==> config.mk <==
export PLATFORM = sky130hd
export DESIGN_NAME = cpu_run_ctrl
export DESIGN_NICKNAME = d
export VERILOG_FILES = /design/src/rtl/cpu_run_ctrl.sv
export SDC_FILE = /design/constraint.sdc
export NUM_CORES = 1
export LEC_CHECK = 0
export CELL_PAD_IN_SITES_DETAIL_PLACEMENT = 0
export CELL_PAD_IN_SITES_GLOBAL_PLACEMENT = 1
export CORE_ASPECT_RATIO = 1.75
export CORE_MARGIN = 10
export CORE_UTILIZATION = 30
export CTS_CLUSTER_DIAMETER = 150
export CTS_CLUSTER_SIZE = 40
export DETAILED_ROUTE_END_ITERATION = 12
export PLACE_DENSITY = 0.65
export SYNTH_ARGS = -nofsm -noshare
export SYNTH_HDL_FRONTEND = slang
export SYNTH_SLANG_ARGS = --single-unit
export TNS_END_PERCENT = 1
==> constraint.sdc <==
create_clock -name clk -period 3.6 [get_ports clk]
set_clock_uncertainty 0.2 [all_clocks]
set_input_delay 0.54 -clock clk [delete_from_list [all_inputs] [get_ports clk]]
set_output_delay 0.54 -clock clk [all_outputs]
set_load 0.05 [all_outputs]
==> src/rtl/cpu_run_ctrl.sv <==
// cpu_run_ctrl: run-control sequencer in front of the MIPS16 core.
// Holds the core in reset for RST_CYCLES after a start, then gates execution
// through cpu_en in run-N, free-run or single-step mode. It reports busy,
// done and the number of enabled cycles.
// Optional breakpoint support (bp_hit input, sticky bp_flag output) is
// compiled in when CPU_RUN_CTRL_BREAKPOINT_EN is defined.
module cpu_run_ctrl #(
  parameter int CNT_W          = 16,
  parameter int RST_CYCLES     = 1,
  parameter int DEFAULT_CYCLES = 5
) (
  input  logic             clk,
  input  logic             rst,
  input  logic             start,
  input  logic [1:0]       mode,
  input  logic [CNT_W-1:0] cycles,
  input  logic             step,
  input  logic             halt,
`ifdef CPU_RUN_CTRL_BREAKPOINT_EN
  input  logic             bp_hit,
  output logic             bp_flag,
`endif
  output logic             cpu_rst,
  output logic             cpu_en,
  output logic             busy,
  output logic             done,
  output logic [CNT_W-1:0] cycle_count
);

  typedef enum logic [2:0] {
    ST_IDLE,
    ST_RESET,
    ST_RUN,
    ST_STEP,
    ST_DONE
  } state_t;

  localparam logic [1:0] MODE_FREE = 2'b01;
  localparam logic [1:0] MODE_STEP = 2'b10;

  localparam int RST_W = $clog2(RST_CYCLES + 1);
  localparam logic [RST_W-1:0] RST_LAST      = RST_W'(RST_CYCLES - 1);
  localparam logic [CNT_W-1:0] DEFAULT_LIMIT = CNT_W'(DEFAULT_CYCLES);
  localparam logic [CNT_W-1:0] CNT_MAX       = '1;

  state_t           state_q, state_d;
  logic [1:0]       mode_q, mode_d;
  logic [CNT_W-1:0] limit_q, limit_d;
  logic [RST_W-1:0] rst_cnt_q, rst_cnt_d;
  logic [CNT_W-1:0] cnt_q, cnt_d;
  logic             cpu_rst_q, cpu_rst_d;
  logic             cpu_en_q, cpu_en_d;
  logic             busy_q, busy_d;
  logic             done_q, done_d;
  logic             stop_req;
  logic             term_hit;
`ifdef CPU_RUN_CTRL_BREAKPOINT_EN
  logic             bp_flag_q, bp_flag_d;
  logic             bp_stop;
`endif

  // Next-state, latched-configuration and registered-output computation
  always_comb begin
    state_d   = state_q;
    mode_d    = mode_q;
    limit_d   = limit_q;
    rst_cnt_d = rst_cnt_q;
    cnt_d     = cnt_q;
    cpu_en_d  = 1'b0;

`ifdef CPU_RUN_CTRL_BREAKPOINT_EN
    bp_flag_d = bp_flag_q;
    bp_stop   = bp_hit && cpu_en_q && ((state_q == ST_RUN) || (state_q == ST_STEP));
    stop_req  = halt || bp_stop;
`else
    stop_req  = halt;
`endif

    // Every edge the core actually advances on is counted; the count
    // saturates rather than wrapping in long free runs.
    if (cpu_en_q && (cnt_q != CNT_MAX)) begin
      cnt_d = cnt_q + 1'b1;
    end

    // Terminal count: this enabled edge is the last one of a run-N run.
    term_hit = (mode_q != MODE_FREE) && cpu_en_q && (cnt_q == (limit_q - 1'b1));

    case (state_q)
      ST_IDLE, ST_DONE: begin
        if (start) begin
          state_d   = ST_RESET;
          mode_d    = mode;
          limit_d   = (cycles == '0) ? DEFAULT_LIMIT : cycles;
          rst_cnt_d = '0;
          cnt_d     = '0;
`ifdef CPU_RUN_CTRL_BREAKPOINT_EN
          bp_flag_d = 1'b0;
`endif
        end
      end

      ST_RESET: begin
        if (stop_req) begin
          state_d = ST_DONE;
        end else if (rst_cnt_q == RST_LAST) begin
          state_d  = (mode_q == MODE_STEP) ? ST_STEP : ST_RUN;
          cpu_en_d = (mode_q != MODE_STEP);
        end else begin
          rst_cnt_d = rst_cnt_q + 1'b1;
        end
      end

      ST_RUN: begin
        if (stop_req || term_hit) begin
          state_d = ST_DONE;
        end else begin
          cpu_en_d = 1'b1;
        end
      end

      ST_STEP: begin
        if (stop_req) begin
          state_d = ST_DONE;
        end else if (step && !cpu_en_q) begin
          cpu_en_d = 1'b1;
        end
      end

      default: begin
        state_d = ST_IDLE;
      end
    endcase

`ifdef CPU_RUN_CTRL_BREAKPOINT_EN
    if (bp_stop) begin
      bp_flag_d = 1'b1;
    end
`endif

    // Status outputs follow the state being entered so they stay registered.
    cpu_rst_d = (state_d == ST_IDLE) || (state_d == ST_RESET);
    busy_d    = (state_d == ST_RESET) || (state_d == ST_RUN) || (state_d == ST_STEP);
    done_d    = (state_d == ST_DONE);
  end

  // State, configuration and output registers with asynchronous reset to IDLE
  always_ff @(posedge clk or negedge rst) begin
    if (!rst) begin
      state_q   <= ST_IDLE;
      mode_q    <= 2'b00;
      limit_q   <= DEFAULT_LIMIT;
      rst_cnt_q <= '0;
      cnt_q     <= '0;
      cpu_rst_q <= 1'b1;
      cpu_en_q  <= 1'b0;
      busy_q    <= 1'b0;
      done_q    <= 1'b0;
`ifdef CPU_RUN_CTRL_BREAKPOINT_EN
      bp_flag_q <= 1'b0;
`endif
    end else begin
      state_q   <= state_d;
      mode_q    <= mode_d;
      limit_q   <= limit_d;
      rst_cnt_q <= rst_cnt_d;
      cnt_q     <= cnt_d;
      cpu_rst_q <= cpu_rst_d;
      cpu_en_q  <= cpu_en_d;
      busy_q    <= busy_d;
      done_q    <= done_d;
`ifdef CPU_RUN_CTRL_BREAKPOINT_EN
      bp_flag_q <= bp_flag_d;
`endif
    end
  end

  assign cpu_rst     = cpu_rst_q;
  assign cpu_en      = cpu_en_q;
  assign busy        = busy_q;
  assign done        = done_q;
  assign cycle_count = cnt_q;
`ifdef CPU_RUN_CTRL_BREAKPOINT_EN
  assign bp_flag     = bp_flag_q;
`endif

endmodule

Word level (Yosys, flattened, before mapping)
Index checks and enable logic that the tools add are counted.

storage, ports and cells
  flip-flop bits (word level) = 42

cells by class
  eq/ne operators = 15
  add/subtract/negate cells = 3
  mux-type cells = 21
  reductions and logical operators = 16

operators with widths
  cell                                                number
  2-to-1 mux 16 bit                                   4
  adder 16 x 1 -> 16 bit, second input constant       1
  == test 16 bit                                      1
  logical NOT 16 bit                                  1
  != test 16 bit, second input constant               1
  subtractor 16 x 1 -> 16 bit, second input constant  1
  2-to-1 mux 3 bit                                    5
  == test 3 x 2 -> 1 bit, second input constant       4
  case mux 3 bit (4 select lines)                     1
  2-to-1 mux 1 bit                                    9
  == test 3 x 1 -> 1 bit, second input constant       2
  == test 3 bit, second input constant                2
  logical NOT 3 bit                                   2
  != test 2 bit, second input constant                3
  logical AND 1 bit                                   4
  logical OR 1 bit                                    4
  case mux 1 bit (3 select lines)                     1
  AND reduction 3 bit                                 1
  == test 2 bit, second input constant                1
  != test 2 x 1 -> 1 bit, second input constant       1
  case mux 1 bit (2 select lines)                     1
  AND reduction 2 bit                                 1
  nonzero test 2 bit                                  1
  OR reduction 2 bit                                  1
  2 further kinds                                     2

Depth between registers and ports, before layout
Gate-level depths: netlist (run 1).

  word-level depth = 9
  gate-level depth with buffers = 8

Worst setup path after synthesis (run 1)
No wires, ideal clock.

  path kind = flip-flop to flip-flop
  start point = register cnt_q[9], in the netlist cycle_count[9]
  end point = register cnt_q[8], in the netlist cycle_count[8]
  buffers on the path = 1
  path slack = 1045 ps
  setup time = 132 ps
  period minus slack after synthesis = 2555 ps
  stages on the path, launching flop included = 8
  data arrival time = 2223 ps
  cell sequence = dfrtp_1 -> clkbuf_1 -> and4_1 -> nand4_1 -> o311ai_1 -> nor2_1 -> xnor2_1 -> nor2_1

between the ends
  word-level cells in the longest chain between the ends = 5

RTL lines
  item                    line  source
  from (decl)             50    logic [CNT_W-1:0] cnt_q, cnt_d;
  from (signal assigned)  166   cnt_q <= cnt_d;
  != test 16 bit (*)      81    if (cpu_en_q && (cnt_q != CNT_MAX)) begin
  logical AND 1 bit (*)   81
  2-to-1 mux 16 bit (*)   81
  2-to-1 mux 16 bit       90    if (start) begin
  2-to-1 mux 16 bit (*)   88    case (state_q)
  via cnt_d[8]            50

Mark *: on every way through the listed nets, which the timed path passes. The rest lies on a longest branch.
A chain may end at the register's enable or synchronous reset.

Worst setup path in the final report (run 1)
  start point = register limit_q[1]
  end point = register busy_q, in the netlist busy

between the ends
  word-level cells in the longest chain between the ends = 9
  elaborated cells between the ends (all ways) = 11

RTL lines
  item                                                                     line  source
  from (decl)                                                              48    logic [CNT_W-1:0] limit_q, limit_d;
  from (signal assigned)                                                   164   limit_q <= limit_d;
  subtractor 16 x 1 -> 16 bit (*)                                          86    term_hit = (mode_q != MODE_FREE) && cpu_en_q && (cnt_q == (limit_q - 1'b1));
  == test 16 bit (*)                                                       86
  logical AND 1 bit (*)                                                    86
  logical OR 1 bit (*)                                                     114   if (stop_req || term_hit) begin
  2-to-1 mux 3 bit (*)                                                     114
  case mux 3 bit (4 select lines) (*)                                      88
  == test 3 x 1 -> 1 bit / == test 3 x 2 -> 1 bit (equally long branches)  142   busy_d = (state_d == ST_RESET) || (state_d == ST_RUN) || (state_d == ST_STEP);
  logical OR 1 bit                                                         142
  logical OR 1 bit (*)                                                     142
  via busy_d                                                               53    logic busy_q, busy_d;
  to (signal assigned)                                                     169   busy_q <= busy_d;
  to (decl)                                                                53

Marked as above.

==> flow_summary.rst, run 1 <==
.. list-table::
   :header-rows: 1

   * - Metric
     - Value
   * - Max-slew violation total from the final report
     - 0
   * - Post-detailed-placement half-perimeter wirelength
     - about 5200 um
   * - VDD IR-drop max
     - approximately 0.20 mV
   * - # rows
     - 42
   * - Number of vias in the routed layout
     - 2039
   * - H-tree depth
     - 2
   * - Total power
     - 2170 uW
   * - Clock insertion delay at the later pin of the skew report
     - around 0.29 ns
   * - Cells along the critical path
     - inv_1 > ha_1 > or3b_1 > or3_1 > xnor2_1 > nand4_1 > o41ai_1 > o311ai_0
   * - Die Outline Area
     - approximately 0.012 mm^2
   * - Pwr dens
     - 728 mW/mm^2
   * - CP Capture Type
     - flip-flop
   * - Largest fanout on the critical path
     - 5
   * - Simple-gate portion of the synthesized area
     - 0.274
   * - Count of inserted antenna diode cells
     - 0
   * - Syn nets
     - between 200 and 300
   * - Flip-flop and latch count after synthesis
     - between 40 and 50
   * - Buffers plus inverters on the worst setup path
     - 1
   * - First-pass GRT wire length
     - between 10000 and 15000 um
   * - Result of the run
     - finished clean
   * - Sequential area share after synthesis
     - 0.449
   * - Reported max-cap violation count
     - 0
   * - Worst relative slew slack
     - 0.371
   * - Final TNS setup
     - 0 ns
   * - Final GP Congestion
     - ~0.85
   * - DRC violations left
     - 0
   * - XOR/XNOR share of the synthesized area
     - 0.111
   * - Cell count after placement
     - roughly 380
   * - RSZ-0062 raised after global routing
     - false
   * - Sinks on Clock Net
     - 41
   * - Initial core utilization
     - 0.305
   * - Maximum buffer depth of the clock tree
     - 2
   * - Post-cts sizing count
     - 0
   * - Combinational family with the most area after synthesis
     - simple AND/OR/NAND/NOR gates
   * - Antenna violations before repair
     - 0
   * - Share of Yosys cell area claimed by the top area cell type
     - 0.414
   * - Kind of critical path
     - flip-flop to flip-flop
   * - Hold violation count in the final report
     - 0
   * - Mean cell area of the mapped netlist
     - ~9 um^2
   * - Worst Hold Slack
     - 0.197 ns
   * - Leakage
     - ~0.0012 uW
   * - Max stage delay cell, worst path
     - sky130_fd_sc_hd__o41ai_1
   * - Ratio of routed vias to standard cells
     - between 5 and 6
   * - Number of ports placed on the die boundary
     - 43
   * - Class of the tightest hold or removal check
     - input pin to async pin
   * - Vert. Die Dim
     - roughly 140 um
   * - Placeable core region
     - 0.00751 mm^2
   * - Cells taking the most area after synthesis
     - sky130_fd_sc_hd__dfrtp_1, sky130_fd_sc_hd__xnor2_1, sky130_fd_sc_hd__nand2_1
   * - Kind of cell with the highest combined delay on the critical path
     - simple AND/OR/NAND/NOR gates
   * - Number of enable flip-flop cells after synthesis
     - 0
   * - Proportion of synthesized area in mux cells
     - 0.00436
   * - Share of the core filled with cells in the final layout
     - 0.396
   * - Cell chosen for the clock root
     - sky130_fd_sc_hd__clkbuf_16
   * - Netlist area before placement
     - 0.00229 mm^2
   * - Compound-gate portion of the synthesized area
     - 0.131
   * - Layout Area Growth over Synthesis
     - 29.7%
   * - Final wirelength
     - between 6000 and 7000 um
   * - Hold bufs inserted after CTS
     - 0
   * - Setup slack, reg-to-reg
     - about 0.92 ns
   * - Cells after synthesis
     - approximately 260
   * - Time the final worst path needs with I/O delays and setup
     - between 2 and 3 ns
   * - Clock transition at path regs
     - around 0.060 ns
   * - Number of cells in the finished layout apart from fillers
     - between 300 and 400
   * - Required arrival time at the worst endpoint
     - roughly 3.5 ns
   * - Antenna violation net count after detailed routing
     - 0
   * - Global Route Usage Sum
     - 0.124
   * - Number of warnings issued by yosys
     - 0
   * - Iteration-0 DRC count of the detailed router
     - about 140
   * - Transition time at the pin with the least slew margin
     - 0.943 ns
   * - Fraction of layout instances using a drive strength above 1
     - 0.0563
   * - Count of buffers from port buffering
     - 42
   * - Arr. time, crit path
     - 2.60 ns
   * - Synth Area in Adders
     - 0.0109
   * - Total grt overflow
     - 0
   * - Synth unique cells
     - 46
   * - Clock buffers created by TritonCTS
     - 5
   * - Drt wl/cell
     - 17.6 um
   * - Flip-flop cell with the highest count after synthesis
     - sky130_fd_sc_hd__dfrtp_1
   * - Via count of the first global-routing pass
     - between 2000 and 2500
   * - CP Launch Type
     - flip-flop
   * - Maximum clock frequency
     - 373 MHz
   * - Delay contributed by the slowest stage of the critical path
     - around 0.47 ns
   * - Final period util
     - 0.745
   * - Number of setup buffers added after CTS
     - 0
   * - Number of iterations in the first detailed-routing pass
     - 4
   * - Die Width
     - 86.1 um
   * - Share of async-settable or async-resettable flops after synthesis
     - 1.00
   * - CTS tree
     - built
   * - Largest area contributor in the synthesized netlist
     - sky130_fd_sc_hd__dfrtp_1
   * - Final nets
     - approximately 330
   * - Final-report setup violation count
     - 0
   * - Pin count of the biggest net entering global routing
     - 42
==> final cells by class <==
type | instances | area, um^2
Clock inverter | 2 | 35.0
Sequential cell | 41 | 1030
Timing Repair Buffer | 44 | 430
Multi-Input combinational cell | 203 | 1220
Clock buffer | 6 | 129
Inverter | 6 | 22.5
Fill cell | 772 | 4540
Tap cell | 88 | 110
==> state kept, by name, summed over array words and instances, names as in the netlist <==
name	cells
busy	1
state_q	3
limit_q	16
cpu_en	1
done	1
mode_q	2
cycle_count	16
cpu_rst	1
==> cells in the final DEF, fill, tap and decap left out, types with 2 or more instances in the layout <==
master / count
sky130_fd_sc_hd__a21oi_1: 12
sky130_fd_sc_hd__and3_1: 3
sky130_fd_sc_hd__and4_1: 2
sky130_fd_sc_hd__buf_4: 2
sky130_fd_sc_hd__clkbuf_16: 5
sky130_fd_sc_hd__clkdlybuf4s50_1: 41
sky130_fd_sc_hd__dfrtp_1: 38
sky130_fd_sc_hd__dfstp_2: 3
sky130_fd_sc_hd__ha_1: 2
sky130_fd_sc_hd__inv_1: 6
sky130_fd_sc_hd__nand2_1: 52
sky130_fd_sc_hd__nand3_1: 6
sky130_fd_sc_hd__nand4_1: 8
sky130_fd_sc_hd__nor2_1: 16
sky130_fd_sc_hd__nor2b_1: 2
sky130_fd_sc_hd__nor3_1: 7
sky130_fd_sc_hd__nor3b_1: 3
sky130_fd_sc_hd__nor4_1: 8
sky130_fd_sc_hd__o21ai_0: 13
sky130_fd_sc_hd__o21ai_1: 2
sky130_fd_sc_hd__o311ai_0: 2
sky130_fd_sc_hd__o41ai_1: 3
sky130_fd_sc_hd__or3_1: 9
sky130_fd_sc_hd__or4_1: 2
sky130_fd_sc_hd__xnor2_1: 23
sky130_fd_sc_hd__xor2_1: 6
==> metal layers <==
| layer | GRT usage | vias to the layer above | routed length [um] | part of all wire |
|---|---|---|---|---|
| met5 | 0 | - | 0 | 0 |
| met4 | 0.0450 | 0 | 121 | 0.018 |
| met3 | 0.0313 | 6 | 262 | 0.038 |
| met2 | 0.233 | 42 | 3890 | 0.57 |
| met1 | 0.126 | 987 | 2590 | 0.38 |
| li1 | - | 1004 | - | - |
==> synthesized netlist by cell type, types with 2 or more instances <==
master                      n
sky130_fd_sc_hd__nor3_1     7
sky130_fd_sc_hd__nor2_1    16
sky130_fd_sc_hd__xor2_1     6
sky130_fd_sc_hd__nand4_1    8
sky130_fd_sc_hd__nor2b_1    2
sky130_fd_sc_hd__nand2_1   52
sky130_fd_sc_hd__dfstp_2    3
sky130_fd_sc_hd__or4_1      2
sky130_fd_sc_hd__o21ai_0   13
sky130_fd_sc_hd__a21oi_1   12
sky130_fd_sc_hd__nor3b_1    3
sky130_fd_sc_hd__or3_1      9
sky130_fd_sc_hd__inv_1      6
sky130_fd_sc_hd__o21ai_1    2
sky130_fd_sc_hd__and4_1     2
sky130_fd_sc_hd__nor4_1     8
sky130_fd_sc_hd__xnor2_1   23
sky130_fd_sc_hd__o311ai_0   2
sky130_fd_sc_hd__nand3_1    6
sky130_fd_sc_hd__clkbuf_1   6
sky130_fd_sc_hd__ha_1       2
sky130_fd_sc_hd__o41ai_1    3
sky130_fd_sc_hd__dfrtp_1   38
sky130_fd_sc_hd__and3_1     3
==> cell families after synthesis <==
group / after synthesis
multiplexers: 1
adder cells (fa/ha/maj): 2
AO/OA/AOI/OAI: 45
flip-flops: 41
buffers and inverters: 12
AND/OR/NAND/NOR: 126
XOR/XNOR: 29
==> stage by stage <==
stage	setup WS, ns	instance area (um^2)
detailed placement	0.932	2810
global route	0.678	2980
finish	0.916	2980
global placement	0.977	2810
floorplan	1.05	2290
CTS	0.905	2980
==> path summary, 6_finish.rpt <==
path,start,end,cells past startpoint
hold / removal,rst,mode_q[0],1
setup reg to reg,limit_q[1],busy,8
hold reg to reg,limit_q[15],limit_q[15],2
max in group asynchronous,rst,limit_q[12],1
min in group clk,limit_q[15],limit_q[15],2
setup / recovery,limit_q[1],busy,8
==> power by group <==
group,switching [uW],internal (uW)
sequential,197,618
clock,185,326
combinational,495,345
total,877,1290
(Power assumes the default switching activity.)
==> run 2: changes to the inputs <==
==> constraint.sdc (replaced) <==
create_clock -name clk -period 2.6 [get_ports clk]
set_clock_uncertainty 0.2 [all_clocks]
set_input_delay 0.39 -clock clk [delete_from_list [all_inputs] [get_ports clk]]
set_output_delay 0.39 -clock clk [all_outputs]
set_load 0.05 [all_outputs]
==> run 2 against run 1 <==
First-iteration DRC count fell by 24%. Power rose by 43%. Register-to-register slack got worse by 0.89 ns. Wire length rose by 0.12%. Sequential share of layout area fell by 2.1 points. Maximum frequency rose by 4.4%. Critical path depth fell by 2. Die area did not move. Cell area rose by 6.5%. Worst hold slack improved by 0.11 ns. Non-clock buffer count rose by 15. Largest cell class unchanged.
==> flow_summary.rst, run 2 (synthesized netlist as in run 1, its figures left out) <==
.. list-table::
   :header-rows: 1

   * - Metric
     - Value
   * - Result of the run
     - finished clean
   * - Final nets
     - 341 (+4.6%)
   * - Crit Reg-Reg Endpoint
     - state_q[2]
   * - Delay contributed by the slowest stage of the critical path
     - 0.58 ns (+0.11 ns)
   * - CP endpoint
     - state_q[2]
   * - Pin count of the biggest net entering global routing
     - 36 (-14%)
   * - Number of vias in the routed layout
     - 2104 (+3.2%)
   * - CTS tree
     - built
   * - Maximum clock frequency
     - 389 MHz (+4.4%)
   * - Cell chosen for the clock root
     - sky130_fd_sc_hd__clkbuf_16
   * - Sinks on Clock Net
     - 41 (unchanged)
   * - Worst relative slew slack
     - 0.644 (+0.273)
   * - Count of buffers from port buffering
     - 42 (unchanged)
   * - Max-slew violation total from the final report
     - 0 (unchanged)
   * - Final TNS setup
     - 0 ns (unchanged)
   * - Fill cell instance count of the final layout
     - 756 (-2.1%)
   * - Largest fanout on the critical path
     - 4 (-1)
   * - Number of ports placed on the die boundary
     - 43 (unchanged)
   * - CP Capture Type
     - flip-flop
   * - DRC violations left
     - 0 (unchanged)
   * - Stages on worst setup path
     - 6 (-2)
   * - Number of iterations in the first detailed-routing pass
     - 4 (unchanged)
   * - Final-report setup violation count
     - 0 (unchanged)
   * - CP Launch Type
     - flip-flop
   * - Reg-to-reg critical path startpoint
     - limit_q[0]
   * - Reported max-cap violation count
     - 0 (unchanged)
   * - Leakage
     - 0.00130 uW (+7.5%)
   * - Cells along the critical path
     - buf_6 > or4_4 > o41ai_4 > nand4_1 > or4_4 > o21ai_2
   * - First-pass GRT wire length
     - 11200 um (-1.9%)
   * - Count of inserted antenna diode cells
     - 0 (unchanged)
   * - Ratio of routed vias to standard cells
     - 5.20 (-0.63%)
   * - Kind of cell with the highest combined delay on the critical path
     - simple AND/OR/NAND/NOR gates
   * - Pwr dens
     - 979 mW/mm^2 (+35%)
   * - Max stage delay cell, worst path
     - sky130_fd_sc_hd__or4_4
   * - Clock insertion delay at the later pin of the skew report
     - 0.28 ns (about the same)
   * - VDD IR-drop max
     - 0.338 mV (+65%)
   * - Kind of critical path
     - flip-flop to flip-flop
   * - Placeable core region
     - 0.00751 mm^2 (unchanged)
   * - Worst Hold Slack
     - 0.302 ns (+0.106 ns)
   * - Fraction of layout instances using a drive strength above 1
     - 0.139 (+0.0825)
   * - Maximum buffer depth of the clock tree
     - 2 (unchanged)
   * - Die Width
     - 86.1 um (unchanged)
   * - Antenna violations before repair
     - 0 (unchanged)
   * - Clock transition at path regs
     - 0.06 ns (about the same)
   * - Final period util
     - 0.988 (+0.243)
   * - Arr. time, crit path
     - 2.58 ns (-0.02 ns)
   * - Initial core utilization
     - 0.305 (unchanged)
   * - Commonest non-fill, non-tap cell in the layout
     - sky130_fd_sc_hd__nand2_1
   * - Iteration-0 DRC count of the detailed router
     - 109 (-24%)
   * - Final wirelength
     - 6870 um (+0.12%)
   * - Clock buffers created by TritonCTS
     - 5 (unchanged)
   * - Register-to-Register Path Depth
     - 6 (-2)
   * - Global Route Usage Sum
     - 0.121 (-0.00349)
   * - Class of the tightest hold or removal check
     - flip-flop to flip-flop
   * - Drt wl/cell
     - 17.0 um (-3.6%)
   * - # rows
     - 42 (unchanged)
   * - Die Outline Area
     - 0.0117 mm^2 (unchanged)
   * - Antenna violation net count after detailed routing
     - 0 (unchanged)
   * - Total power
     - 3100 uW (+43%)
   * - Via count of the first global-routing pass
     - 2192 (-0.63%)
   * - Post-detailed-placement half-perimeter wirelength
     - 5340 um (+2.2%)
   * - H-tree depth
     - 2 (unchanged)
   * - Layout Area Growth over Synthesis
     - 38.1%
   * - Setup slack, reg-to-reg
     - 0.03 ns (-0.89 ns)
   * - Most prevalent standard cell on the critical path
     - sky130_fd_sc_hd__or4_4
   * - Final GP Congestion
     - 0.781 (-8.6%)
   * - Commonest non-fill, non-tap cells in the layout
     - sky130_fd_sc_hd__nand2_1, sky130_fd_sc_hd__clkdlybuf4s50_1, sky130_fd_sc_hd__dfrtp_1
   * - RSZ-0062 raised after global routing
     - true
   * - Buffers plus inverters on the worst setup path
     - 1 (unchanged)
   * - Number of setup buffers added after CTS
     - 0 (unchanged)
   * - Required arrival time at the worst endpoint
     - 2.61 ns (-0.90 ns)
   * - Hold violation count in the final report
     - 0 (unchanged)
   * - Startpoint of the most critical setup path
     - limit_q[0]
   * - Total grt overflow
     - 0 (unchanged)
   * - Vert. Die Dim
     - 136 um (unchanged)
   * - Time the final worst path needs with I/O delays and setup
     - 2.57 ns (-0.113 ns)
   * - Transition time at the pin with the least slew margin
     - 0.532 ns (-0.412 ns)
## run 2: changes by cell type in the layout (fill, tap and decap cells not counted), moves of 2 or more
cell                      previous run  this run
sky130_fd_sc_hd__or4_4               0         2
sky130_fd_sc_hd__buf_4               2        13
sky130_fd_sc_hd__or4_1               2         0
sky130_fd_sc_hd__o41ai_2             0         2
sky130_fd_sc_hd__o41ai_1             3         0
sky130_fd_sc_hd__o21ai_2             0         2
sky130_fd_sc_hd__buf_6               0         2
sky130_fd_sc_hd__o21ai_1             2         0
## run 2: tightest hold or removal path: stages (launching register included)
cell                      delay, ns
sky130_fd_sc_hd__dfrtp_1       0.35
sky130_fd_sc_hd__nand2_1       0.06
sky130_fd_sc_hd__nand2_1       0.06
## run 2: report_power, final
group	internal [uW]	total (uW)	switching (uW)
Combinational	606	1400	796
Clock	352	601	250
Sequential	856	1100	245
Total	1810	3100	1290
## run 2: area by class of cell
cell class | count | area, um^2 | share of cell area
inverter | 6 | 22.5 | 0.00711
clock buffer | 5 | 125 | 0.0395
tap | 88 | 110 | 0.0347
clock inverter | 3 | 17.5 | 0.00553
timing repair buffer | 59 | 566 | 0.178
multi-input combinational | 203 | 1300 | 0.410
sequential | 41 | 1030 | 0.325
## run 2: worst min-delay path by stage
| stage | start | end | slack, ns | cells past startpoint |
|---|---|---|---|---|
| 6_report | limit_q[15] | limit_q[15] | 0.30 | 2 |
| 5_1_grt | limit_q[0] | limit_q[0] | 0.34 | 2 |
| 4_1_cts | limit_q[0] | limit_q[0] | 0.31 | 2 |
| 3_5_place_dp | rst | limit_q[7] | 0.16 | 1 |
| 3_3_place_gp | rst | mode_q[0] | 0.16 | 1 |
| 2_1_floorplan | rst | busy | -0.11 | 0 |
## run 2: per-stage QoR
step           instance area, um^2  cells  utilization  setup slack [ns]
2_1_floorplan                 2290    256            -            0.0453
3_3_place_gp                  2930    396        0.390            0.0313
3_5_place_dp                  2930    396        0.390           -0.0304
4_1_cts                       3090    405        0.411           -0.0347
5_1_grt                       3170    405        0.422           -0.0543
6_report                      3170    405        0.422            0.0300
## run 2: routing by layer
metal	GRT usage	part of all wire	wire, um	vias to the layer above
met2	0.228	0.57	3930	29
met1	0.122	0.37	2560	1028
met3	0.0253	0.032	220	9
met5	0	0	0	-
li1	-	-	-	1038
met4	0.0515	0.024	167	0
## run 2: what timing repair did
action                                  4_1_cts  5_1_grt
gates resized for setup                       1       17
endpoints found under the setup margin        3        5
endpoints found under the hold margin        16        0
pin swaps                                     0       11
hold buffers                                  1        0
==> run 3: changes to the inputs <==
--- a/config.mk
+++ b/config.mk
@@ -13,7 +13,7 @@
 export CTS_CLUSTER_DIAMETER = 150
 export CTS_CLUSTER_SIZE = 40
 export DETAILED_ROUTE_END_ITERATION = 12
-export PLACE_DENSITY = 0.65
+export PLACE_DENSITY = 0.69
 export SYNTH_ARGS = -nofsm -noshare
 export SYNTH_HDL_FRONTEND = slang
 export SYNTH_SLANG_ARGS = --single-unit
==> constraint.sdc (replaced) <==
create_clock -name clk -period 3.2 [get_ports clk]
set_clock_uncertainty 0.2 [all_clocks]
set_input_delay 0.48 -clock clk [delete_from_list [all_inputs] [get_ports clk]]
set_output_delay 0.48 -clock clk [all_outputs]
set_load 0.05 [all_outputs]
==> run 3 against run 2 <==
Register-to-register slack better by 0.43 ns. Worst setup slack better by 0.43 ns. Via count is 0.90% lower. Cell area is 6.3% lower. Power is 24% lower. Sequential share of layout area is 2.2 points higher. Non-clock buffer count is 14 lower. Critical path depth is 2 higher. Maximum frequency is 6.1% lower. Highest routed layer unchanged.
==> flow_summary.rst, run 3 (synthesized netlist as in run 1, its figures left out) <==
.. list-table::
   :header-rows: 1

   * - Metric
     - Value
   * - Result of the run
     - finished clean
   * - Kind of cell with the highest combined delay on the critical path
     - simple AND/OR/NAND/NOR gates
   * - Required arrival time at the worst endpoint
     - 3.10 ns (+0.49 ns)
   * - Number of vias in the routed layout
     - 2085 (-0.90%)
   * - Cell chosen for the clock root
     - sky130_fd_sc_hd__clkbuf_16
   * - Register-to-Register Path Depth
     - 8 (+2)
   * - Leakage
     - 0.00120 uW (-7.5%)
   * - Maximum clock frequency
     - 365 MHz (-6.1%)
   * - Number of setup buffers added after CTS
     - 0 (unchanged)
   * - Die Outline Area
     - 0.0117 mm^2 (unchanged)
   * - Arr. time, crit path
     - 2.64 ns (+0.06 ns)
   * - Fraction of layout instances using a drive strength above 1
     - 0.0594 (-0.0794)
   * - Total grt overflow
     - 0 (unchanged)
   * - Worst relative slew slack
     - 0.378 (-0.266)
   * - RSZ-0062 raised after global routing
     - false
   * - Pwr dens
     - 797 mW/mm^2 (-19%)
   * - First-pass GRT wire length
     - 11200 um (-0.37%)
   * - Crit Reg-Reg Endpoint
     - busy
   * - Buffers plus inverters on the worst setup path
     - 1 (unchanged)
   * - Time the final worst path needs with I/O delays and setup
     - 2.74 ns (+0.168 ns)
   * - Number of iterations in the first detailed-routing pass
     - 4 (unchanged)
   * - Sinks on Clock Net
     - 41 (unchanged)
   * - DRC violations left
     - 0 (unchanged)
   * - Final wirelength
     - 6740 um (-2.0%)
   * - Hold violation count in the final report
     - 0 (unchanged)
   * - Hold bufs inserted after CTS
     - 0 (-1)
   * - Class of the tightest hold or removal check
     - input pin to async pin
   * - Post-cts sizing count
     - 0 (-1)
   * - Transition time at the pin with the least slew margin
     - 0.933 ns (+0.401 ns)
   * - Commonest non-fill, non-tap cell in the layout
     - sky130_fd_sc_hd__nand2_1
   * - Delay contributed by the slowest stage of the critical path
     - 0.49 ns (-0.09 ns)
   * - Antenna violation net count after detailed routing
     - 0 (unchanged)
   * - Post-detailed-placement half-perimeter wirelength
     - 5230 um (-2.2%)
   * - Final GP Congestion
     - 0.843 (+8.0%)
   * - Max-slew violation total from the final report
     - 0 (unchanged)
   * - Count of buffers from port buffering
     - 42 (unchanged)
   * - Ratio of routed vias to standard cells
     - 5.33 (+2.6%)
   * - Vert. Die Dim
     - 136 um (unchanged)
   * - Cells along the critical path
     - inv_1 > ha_1 > or3b_1 > or3_1 > xnor2_1 > nand4_1 > o41ai_1 > o311ai_0
   * - Share of the core filled with cells in the final layout
     - 0.395 (-0.0265)
   * - Stages on worst setup path
     - 8 (+2)
   * - Setup slack, reg-to-reg
     - 0.46 ns (+0.43 ns)
   * - Via count of the first global-routing pass
     - 2187 (-0.23%)
   * - CTS tree
     - built
   * - Area taken by flip-flops and latches
     - 0.00103 mm^2 (unchanged)
   * - Antenna violations before repair
     - 0 (unchanged)
   * - CP Launch Type
     - flip-flop
   * - Clock buffers created by TritonCTS
     - 5 (unchanged)
   * - Clock insertion delay at the later pin of the skew report
     - 0.29 ns (about the same)
   * - Pin count of the biggest net entering global routing
     - 42 (+17%)
   * - H-tree depth
     - 2 (unchanged)
   * - Final TNS setup
     - 0 ns (unchanged)
   * - VDD IR-drop max
     - 0.234 mV (-31%)
   * - Pre-CTS WS
     - 0.487 ns (+0.518 ns)
   * - CP Capture Type
     - flip-flop
   * - Reported max-cap violation count
     - 0 (unchanged)
   * - Total power
     - 2370 uW (-24%)
   * - Startpoint of the most critical setup path
     - limit_q[1]
   * - Reg-to-reg critical path startpoint
     - limit_q[1]
   * - Commonest non-fill, non-tap cells in the layout
     - sky130_fd_sc_hd__nand2_1, sky130_fd_sc_hd__clkdlybuf4s50_1, sky130_fd_sc_hd__dfrtp_1
   * - Number of ports placed on the die boundary
     - 43 (unchanged)
   * - Clock transition at path regs
     - 0.06 ns (about the same)
   * - Final Worst Setup Slack
     - 0.462 ns (+0.432 ns)
   * - Final nets
     - 327 (-4.1%)
   * - # rows
     - 42 (unchanged)
   * - Placeable core region
     - 0.00751 mm^2 (unchanged)
   * - Count of inserted antenna diode cells
     - 0 (unchanged)
   * - Total area of multi-input combinational cells
     - 0.00122 mm^2 (-6.1%)
   * - Kind of critical path
     - flip-flop to flip-flop
   * - Maximum buffer depth of the clock tree
     - 2 (unchanged)
   * - Final period util
     - 0.856 (-0.133)
   * - Final-report setup violation count
     - 0 (unchanged)
   * - Fill cell instance count of the final layout
     - 778 (+2.9%)
   * - Largest fanout on the critical path
     - 5 (+1)
   * - Die Width
     - 86.1 um (unchanged)
   * - Layout Area Growth over Synthesis
     - 29.4%
   * - Global Route Usage Sum
     - 0.120 (-0.000323)
   * - CP endpoint
     - busy
   * - Initial core utilization
     - 0.305 (unchanged)
   * - Drt wl/cell
     - 17.2 um (+1.5%)
   * - Iteration-0 DRC count of the detailed router
     - 100 (-8.3%)
   * - Max stage delay cell, worst path
     - sky130_fd_sc_hd__o41ai_1
run 3: area by class of cell:
type / count / area share
Tap cell: 88 / 0.0371
Clock buffer: 7 / 0.0480
Sequential cell: 41 / 0.347
Timing Repair Buffer: 45 / 0.147
Multi-Input combinational cell: 203 / 0.411
Clock inverter: 1 / 0.00253
Inverter: 6 / 0.00758
run 3: where the power goes:
| part | switching (uW) | internal [uW] | total (uW) |
|---|---|---|---|
| Clock | 199 | 310 | 510 |
| Combinational | 557 | 388 | 945 |
| Sequential | 217 | 696 | 913 |
| Total | 974 | 1390 | 2370 |
run 3: per-stage QoR:
step                cells  instance area (um^2)  hold slack [ns]
finish                391                  2970            0.135
global route          391                  2970            0.226
CTS                   391                  2970            0.173
detailed placement    383                  2820            0.285
global placement      383                  2820            0.281
floorplan             256                  2290          -0.0156
run 3: worst reg2reg max path, delay by kind of cell, from the launching register on:
family	cells	cell delay, ns
buf+inv	1	0.08
xor+xnor	1	0.14
fa+ha+maj	1	0.21
simple gates	3	0.88
compound gates	2	0.67
flops	1	0.40
run 3: metal layers:
| metal | track usage | wire [um] |
|---|---|---|
| met2 | 0.230 | 3800 |
| met4 | 0.0570 | 196 |
| met1 | 0.114 | 2490 |
| met3 | 0.0295 | 257 |
| met5 | 0 | 0 |
run 3: worst min-delay path by stage:
stage / endpoint / startpoint / slack, ns / cells after the start
global route: mode_q[1] / rst / 0.23 / 1
CTS: state_q[0] / rst / 0.17 / 1
global placement: limit_q[15] / limit_q[15] / 0.28 / 2
finish: state_q[0] / rst / 0.13 / 1
floorplan: busy / rst / -0.02 / 0
detailed placement: limit_q[15] / limit_q[15] / 0.28 / 2
